**src/rtl/mul_pkg.sv**
```systemverilog
// Shared definitions for the iterative shift-and-add multiplier and its producers.
//   mul_state_t       : multiplier control states
//   MUL_WIDTH_DEFAULT : default operand width
//   twos_mag          : conditional two's-complement negation (magnitude of a signed operand)
package mul_pkg;

  localparam int unsigned MUL_WIDTH_DEFAULT = 8;

  typedef enum logic [1:0] {
    IDLE = 2'd0,
    ACC  = 2'd1,
    FIX  = 2'd2,
    DONE = 2'd3
  } mul_state_t;

  // Magnitude of v when en marks it as signed; 0x80 maps to itself (unsigned 128).
  function automatic logic [MUL_WIDTH_DEFAULT-1:0] twos_mag(
    input logic [MUL_WIDTH_DEFAULT-1:0] v,
    input logic                         en
  );
    logic [MUL_WIDTH_DEFAULT-1:0] neg;
    neg = MUL_WIDTH_DEFAULT'(~v + MUL_WIDTH_DEFAULT'(1));
    return (en && v[MUL_WIDTH_DEFAULT-1]) ? neg : v;
  endfunction

endpackage

```
**src/rtl/shift_add_mul8.sv**
```systemverilog
// Iterative shift-and-add multiplier, unsigned or two's-complement signed.
// Ports:
//   clk, reset   : clock and synchronous active-high reset
//   mul_start    : level request, sampled in IDLE and DONE
//   mul_signed   : operands are two's complement (sampled with operands)
//   mul_ip_BA    : packed operands, B in upper half, A in lower half
//   mul_op_prod  : registered 2*WIDTH-bit product
//   mul_ready    : high while the product is presented (DONE)
//   mul_busy     : high while computing (ACC and FIX)
module shift_add_mul8
  import mul_pkg::*;
#(
  parameter int unsigned WIDTH = MUL_WIDTH_DEFAULT
) (
  input  logic               clk,
  input  logic               reset,
  input  logic               mul_start,
  input  logic               mul_signed,
  input  logic [2*WIDTH-1:0] mul_ip_BA,
  output logic [2*WIDTH-1:0] mul_op_prod,
  output logic               mul_ready,
  output logic               mul_busy
);

  localparam int unsigned PW = 2 * WIDTH;
  localparam int unsigned CW = (WIDTH > 1) ? $clog2(WIDTH) : 1;

  mul_state_t      state_q, state_d;
  logic [PW:0]     acc_q;
  logic [PW-1:0]   mcand_q;
  logic [WIDTH-1:0] mplier_q;
  logic [CW-1:0]   cnt_q;
  logic            sgn_q, neg_q;
  logic [PW-1:0]   prod_q;
  logic            ready_q, busy_q;

  logic [WIDTH-1:0] a_raw, b_raw, a_mag, b_mag;
  logic             last_iter;

  // Operand magnitudes at the sampling edge.
  always_comb begin
    a_raw = mul_ip_BA[WIDTH-1:0];
    b_raw = mul_ip_BA[PW-1:WIDTH];
    a_mag = (mul_signed && a_raw[WIDTH-1]) ? WIDTH'(~a_raw + WIDTH'(1)) : a_raw;
    b_mag = (mul_signed && b_raw[WIDTH-1]) ? WIDTH'(~b_raw + WIDTH'(1)) : b_raw;
  end

  assign last_iter = (cnt_q == CW'(WIDTH - 1));

  // State register.
  always_ff @(posedge clk) begin
    if (reset) state_q <= IDLE;
    else       state_q <= state_d;
  end

  // Next-state logic; ACC always runs exactly WIDTH cycles.
  always_comb begin
    state_d = state_q;
    case (state_q)
      IDLE:    if (mul_start) state_d = ACC;
      ACC:     if (last_iter) state_d = FIX;
      FIX:     state_d = DONE;
      DONE:    if (!mul_start) state_d = IDLE;
      default: state_d = IDLE;
    endcase
  end

  // Datapath: multiplicand shifts left, multiplier shifts right, one adder.
  always_ff @(posedge clk) begin
    if (reset) begin
      acc_q    <= '0;
      mcand_q  <= '0;
      mplier_q <= '0;
      cnt_q    <= '0;
      sgn_q    <= 1'b0;
      neg_q    <= 1'b0;
      prod_q   <= '0;
    end else begin
      case (state_q)
        IDLE: if (mul_start) begin
          sgn_q    <= mul_signed;
          neg_q    <= mul_signed & (a_raw[WIDTH-1] ^ b_raw[WIDTH-1]);
          mcand_q  <= {WIDTH'(0), b_mag};
          mplier_q <= a_mag;
          acc_q    <= '0;
          cnt_q    <= '0;
        end
        ACC: begin
          if (mplier_q[0]) acc_q <= acc_q + {1'b0, mcand_q};
          mcand_q  <= mcand_q << 1;
          mplier_q <= mplier_q >> 1;
          cnt_q    <= CW'(cnt_q + CW'(1));
        end
        FIX: prod_q <= (sgn_q && neg_q) ? PW'(~acc_q + (PW+1)'(1)) : acc_q[PW-1:0];
        default: ;
      endcase
    end
  end

  // Registered handshake flags track the state being entered.
  always_ff @(posedge clk) begin
    if (reset) begin
      ready_q <= 1'b0;
      busy_q  <= 1'b0;
    end else begin
      ready_q <= (state_d == DONE);
      busy_q  <= (state_d == ACC) || (state_d == FIX);
    end
  end

  assign mul_op_prod = prod_q;
  assign mul_ready   = ready_q;
  assign mul_busy    = busy_q;

endmodule

```
**config.mk**
```make
export PLATFORM = sky130hd
export DESIGN_NAME = shift_add_mul8
export DESIGN_NICKNAME = d
export VERILOG_FILES = /design/src/rtl/mul_pkg.sv /design/src/rtl/shift_add_mul8.sv
export SDC_FILE = /design/constraint.sdc
export NUM_CORES = 1
export LEC_CHECK = 0
export ABC_AREA = 1
export BUFFER_PORTS_ARGS = -buffer_cell sky130_fd_sc_hd__buf_2
export CAP_MARGIN = 10
export CORE_ASPECT_RATIO = 2
export CORE_MARGIN = 2
export CORE_UTILIZATION = 25
export DETAILED_ROUTE_END_ITERATION = 12
export SLEW_MARGIN = 5
export SYNTH_ARGS = -nofsm -noshare
export SYNTH_HDL_FRONTEND = slang
export SYNTH_SLANG_ARGS = --single-unit
```
**constraint.sdc**
```tcl
create_clock -name clk -period 3.1 [get_ports clk]
set_input_delay 0.155 -clock clk [delete_from_list [all_inputs] [get_ports clk]]
set_output_delay 0.155 -clock clk [all_outputs]
set_load 0.1 [all_outputs]
```
---- Word level (Yosys, flattened, before mapping) ----
Index checks and enable logic that the tools add are counted.
word-level totals
  register bits ........................... 66
  input bits .............................. 20
  output and inout bits ................... 18
  word-level logic and storage cells ...... 54
cells by class
  add/subtract/negate cells ............... 5
  equality and inequality tests ........... 9
  muxes and demuxes ....................... 16
  bitwise operators ....................... 5
  reduce and logical (&&, ||, !) cells .... 9
operators by type and width
  cell                                                             number
  17-bit 2-to-1 mux                                                2
  17-bit one-hot mux with 2 select lines                           1
  16-bit 2-to-1 mux                                                2
  16-bit one-hot mux with 2 select lines                           1
  8-bit 2-to-1 mux                                                 3
  17-bit by 16-bit adder with 17-bit output                        1
  16-bit by 1-bit adder with 16-bit output, second input constant  1
  8-bit by 1-bit adder with 8-bit output, second input constant    2
  16-bit inverter                                                  1
  8-bit inverter                                                   2
  8-bit one-hot mux with 2 select lines                            1
  2-bit == test, second input constant                             4
  2-bit one-hot mux with 4 select lines                            1
  2-bit 2-to-1 mux                                                 3
  3-bit one-hot mux with 2 select lines                            1
  2-bit by 1-bit == test with 1-bit output, second input constant  2
  2-bit != test, second input constant                             2
  2-bit AND reduction                                              2
  3-bit by 1-bit adder with 3-bit output, second input constant    1
  3-bit == test, second input constant                             1
  1-bit logical AND                                                3
  3-bit 2-to-1 mux                                                 1
  3-bit AND reduction                                              1
  2-bit zero test                                                  1
  other kinds (4)                                                  4

---- Logic depth before layout (Yosys ltp) ----
  depth after elaboration ................. 5
  mapped depth ............................ 11
  depth with buffers taken out ............ 11

---- Worst setup path before layout ----
No wires, ideal clock.
  kind .................................... register to register
  start ................................... register acc_q[2]
  end ..................................... register acc_q[5]
  setup time .............................. 132 ps
  arrival time ............................ 1474 ps
  data required time ...................... 2968 ps
  setup slack ............................. 1494 ps
  stages on the path, launching flop included .. 8
  path buffers ............................ 0
  period minus slack after synthesis ...... 1606 ps
  cell sequence ........................... dfxtp_1 -> ha_1 -> or2_2 -> nand3_1 -> nand2_1 -> or2_2 -> nand3_1 -> a21oi_1
on the way
  word-level cells in the longest chain between the ends .. 3
ends and longest elaborated chain
  item                                       RTL line              RTL
  start, declared                            shift_add_mul8.sv:29  logic [PW:0] acc_q;
  start signal, assigned                     shift_add_mul8.sv:89  if (mplier_q[0]) acc_q <= acc_q + {1'b0, mcand_q};
  17-bit by 16-bit adder with 17-bit output  shift_add_mul8.sv:89
  17-bit 2-to-1 mux                          shift_add_mul8.sv:89
  17-bit one-hot mux with 2 select lines     shift_add_mul8.sv:79  case (state_q)
No other way between the ends. The select of a mux whose other input is x is not followed.
A chain may end at the register's enable or synchronous reset.

---- Final worst setup path ----
  start ................................... register acc_q[0]
  end ..................................... register acc_q[12]
Same word-level chain as after synthesis.

==> impl_results.md <==
* CORE AREA at 15,800 um^2
* Crit-path cells: ha_1, inv_1, fa_1, inv_1, nand3_1, nand3_1, nand3_1, nand3_1, nand2_1, nand3_1, a21oi_1
* Worst-path clk slew at 0.06 ns
* Clock buffer depth at 2
* Post-Route Utilization at between 20% and 30%
* HP Class: input port to flop
* Synth Flop Type: dfxtp_1
* Actual slew at the worst max-slew pin at 0.669 ns
* Port Buffers at 37
* DRT iter0 DRCs at 249
* Critical Path Source Type: flop
* Hold_buf cts at 0
* Hold Path Sink: mplier_q[7]
* Drt via density at between 4 and 5
* CTS tree: yes
* HPWL after DPL at approximately 8900 um
* Die width at 94.0 um
* Layout cell share with drive strength beyond 1 at a little under an eighth
* CP max stage delay at 0.36 ns
* Clock Tree Root: clkbuf_16
* Final WL at 11,300 um
* Syn nets at between 600 and 700
* Clock period minus final worst setup slack at 1.89 ns
* Top cell by count, worst path: nand3_1
* Pin count of the biggest net entering global routing at 51
* Total inserted antenna cells at 0
* Crit path max-delay cell type: fa_1
* Crit path kind: flop to flop
* Critical Path RT at 3.29 ns
* Peak Freq at 528 MHz
* CTS buffer count at 9
* Final setup TNS at 0 ns
* Syn Area/Cell at 6.46 um^2
* Vias in the first global route at 3,854
* Asr flop ratio synth at 0%
* Count of final hold-check violations at 0
* Worst Setup End Kind: flop
* Overall Global Routing Usage at between 10% and 20%
* Crit share post-route at 61.0%
* Arrival time at the worst endpoint at 2.08 ns
* Worst skew pair latency at about 0.33 ns
* Vias at 3,954
* Grt total ovfl at 0
* Post-Syn Area at 4050 um^2
* DR WL/cell at around 13 um
* P&R area growth vs syn at 16.6%
* Library cells used by synthesis at 36
* Hold Crit Start: mul_ip_BA[7]
* Worst-case vdd ir drop at 0.000349 V
* Max FO, Critical Path at 4
* DIE AREA at 17,300 um^2
* Final Wtd Congestion at 0.852
* Fillers at 1,804
* RSZ-0062 raised after global routing: false
* Status: completed
* H-Tree Depth at 3
* Initial core utilization at between 20% and 30%
* Worst slew margin at between 50 and 60%
* Max cap viols at 0
* RR Startpoint: acc_q[0]
* Mapped Cells at 627
* Reg-to-reg endpoint: acc_q[12]
* Row cnt at 65
* Setup Buffers After CTS at 0
* Layout net count at 702
* Reg area at 1300 um^2
* I/O pins at 38
* Sink Count at between 60 and 70
* Antenna violations before repair at 0
* Area of the multi-input gates at roughly 2300 um^2
* Crit path from: acc_q[0]
* Leak at 0.00227 uW
* Die Y at 184 um
* Final ANT Viol Nets at 0
* Fin. max-slew vios at 0
* Clock Skews at 0.0112 ns
* Seq/Total Area, Yosys at approximately 32%
* Global-route wire length before repair at around 18,000 um
* Worst Reg2Reg Path Length in Cells at 11
* Pwr Density at 448 nW/um^2
* Final setup fails at 0
* Post-CTS sizing at 0
* Register bit total from synthesis at 65
* R2R Setup Slk at 1.21 ns
* Commonest non-fill, non-tap cell in the layout: nand2_1
* Most frequent cells in the layout: nand2_1 (189), inv_1 (82), dfxtp_1 (65), a21oi_1 (59), nand3_1 (53)
* Yosys warns at 0
* Hold path depth at 3
* Drc violations at 0
* Post-synth EDFFs at 0
* Drt pass-1 iters at 4
worst max path at each step:
stage                            to  slack, ns  cells after the start
after floorplan            acc_q[5]       1.49                      7
after detailed placement   mul_busy       1.20                      8
after global placement     mul_busy       1.22                      8
final                     acc_q[12]       1.21                     11
after global routing       mul_busy       1.00                      8
after CTS                 acc_q[12]       1.19                     11
state kept, by name, summed over array words and instances, names as in the netlist:
| signal | count |
|---|---|
| sgn_q | 1 |
| mul_op_prod | 16 |
| mplier_q | 8 |
| mul_ready | 1 |
| cnt_q | 3 |
| neg_q | 1 |
| acc_q | 16 |
| state_q | 2 |
| mul_busy | 1 |
| mcand_q | 16 |
synth_stat cells (all sizes together) (2+ instances only):
cell type,n,area (um^2)
a21oi,59,295
a31oi,10,62.6
a22oi,3,22.5
nand4,5,31.3
o21ai,27,139
clkbuf,8,30.0
inv,86,325
dfxtp,65,1300
xor2,8,70.1
ha,21,263
xnor2,5,43.8
nand2,191,727
nor2,51,214
nand3b,3,22.5
o22ai,2,12.5
nand3,53,265
nor3,6,41.3
or2,6,40.0
buf,10,65.1
and2,2,12.5
metal layers:
layer  wire length (um)  track usage (%)
met5                  0                0
met1               3930             12.2
met2               6610             27.2
met4                513             8.70
met3                238             1.76
area by class of cell:
cell class,count,share of cell area [%]
repair buffers,40,4.40
clock buffers,10,5.06
flip-flops and latches,65,27.6
well taps,201,5.33
multi-input cells,458,49.4
inverters,86,6.89
clock inverters,6,1.38
per-stage QoR:
| step | setup slack (ns) | area, um^2 | total power, uW | hold WS [ns] | cells |
|---|---|---|---|---|---|
| floorplan | 1.49 | 4050 | 1040 | 0.302 | 627 |
| global placement | 1.22 | 4410 | 1090 | 0.454 | 850 |
| detailed placement | 1.20 | 4410 | 1090 | 0.460 | 850 |
| CTS | 1.19 | 4720 | 2130 | 0.114 | 866 |
| global route | 1.00 | 4720 | 2200 | 0.156 | 866 |
| finish | 1.21 | 4720 | 2110 | 0.119 | 866 |
worst max-delay path, delay by kind of cell, from the launching register on:
family                   cells  cell delay [ns]
AO/OA/AOI/OAI                1             0.06
adder cells (fa/ha/maj)      2             0.54
buffers and inverters        2             0.22
flip-flops                   1             0.35
AND/OR/NAND/NOR              6             0.58
cells by family (layout without fill, tap and decap cells):
group / count (synthesis) / count (layout) / synth area share, %
buffers and inverters: 104 / 142 / 10.4
XOR/XNOR: 13 / 13 / 2.81
adder cells (fa/ha/maj): 22 / 22 / 6.99
AO/OA/AOI/OAI: 106 / 106 / 14.2
flip-flops: 65 / 65 / 32.1
AND/OR/NAND/NOR: 317 / 317 / 33.4
power breakdown:
part	internal, uW	total (uW)	switching (uW)
Clock	645	1040	392
Sequential	858	875	17.1
Combinational	66.5	200	133
Total	1570	2110	542
No activity file was read; power rests on OpenSTA's default activity.
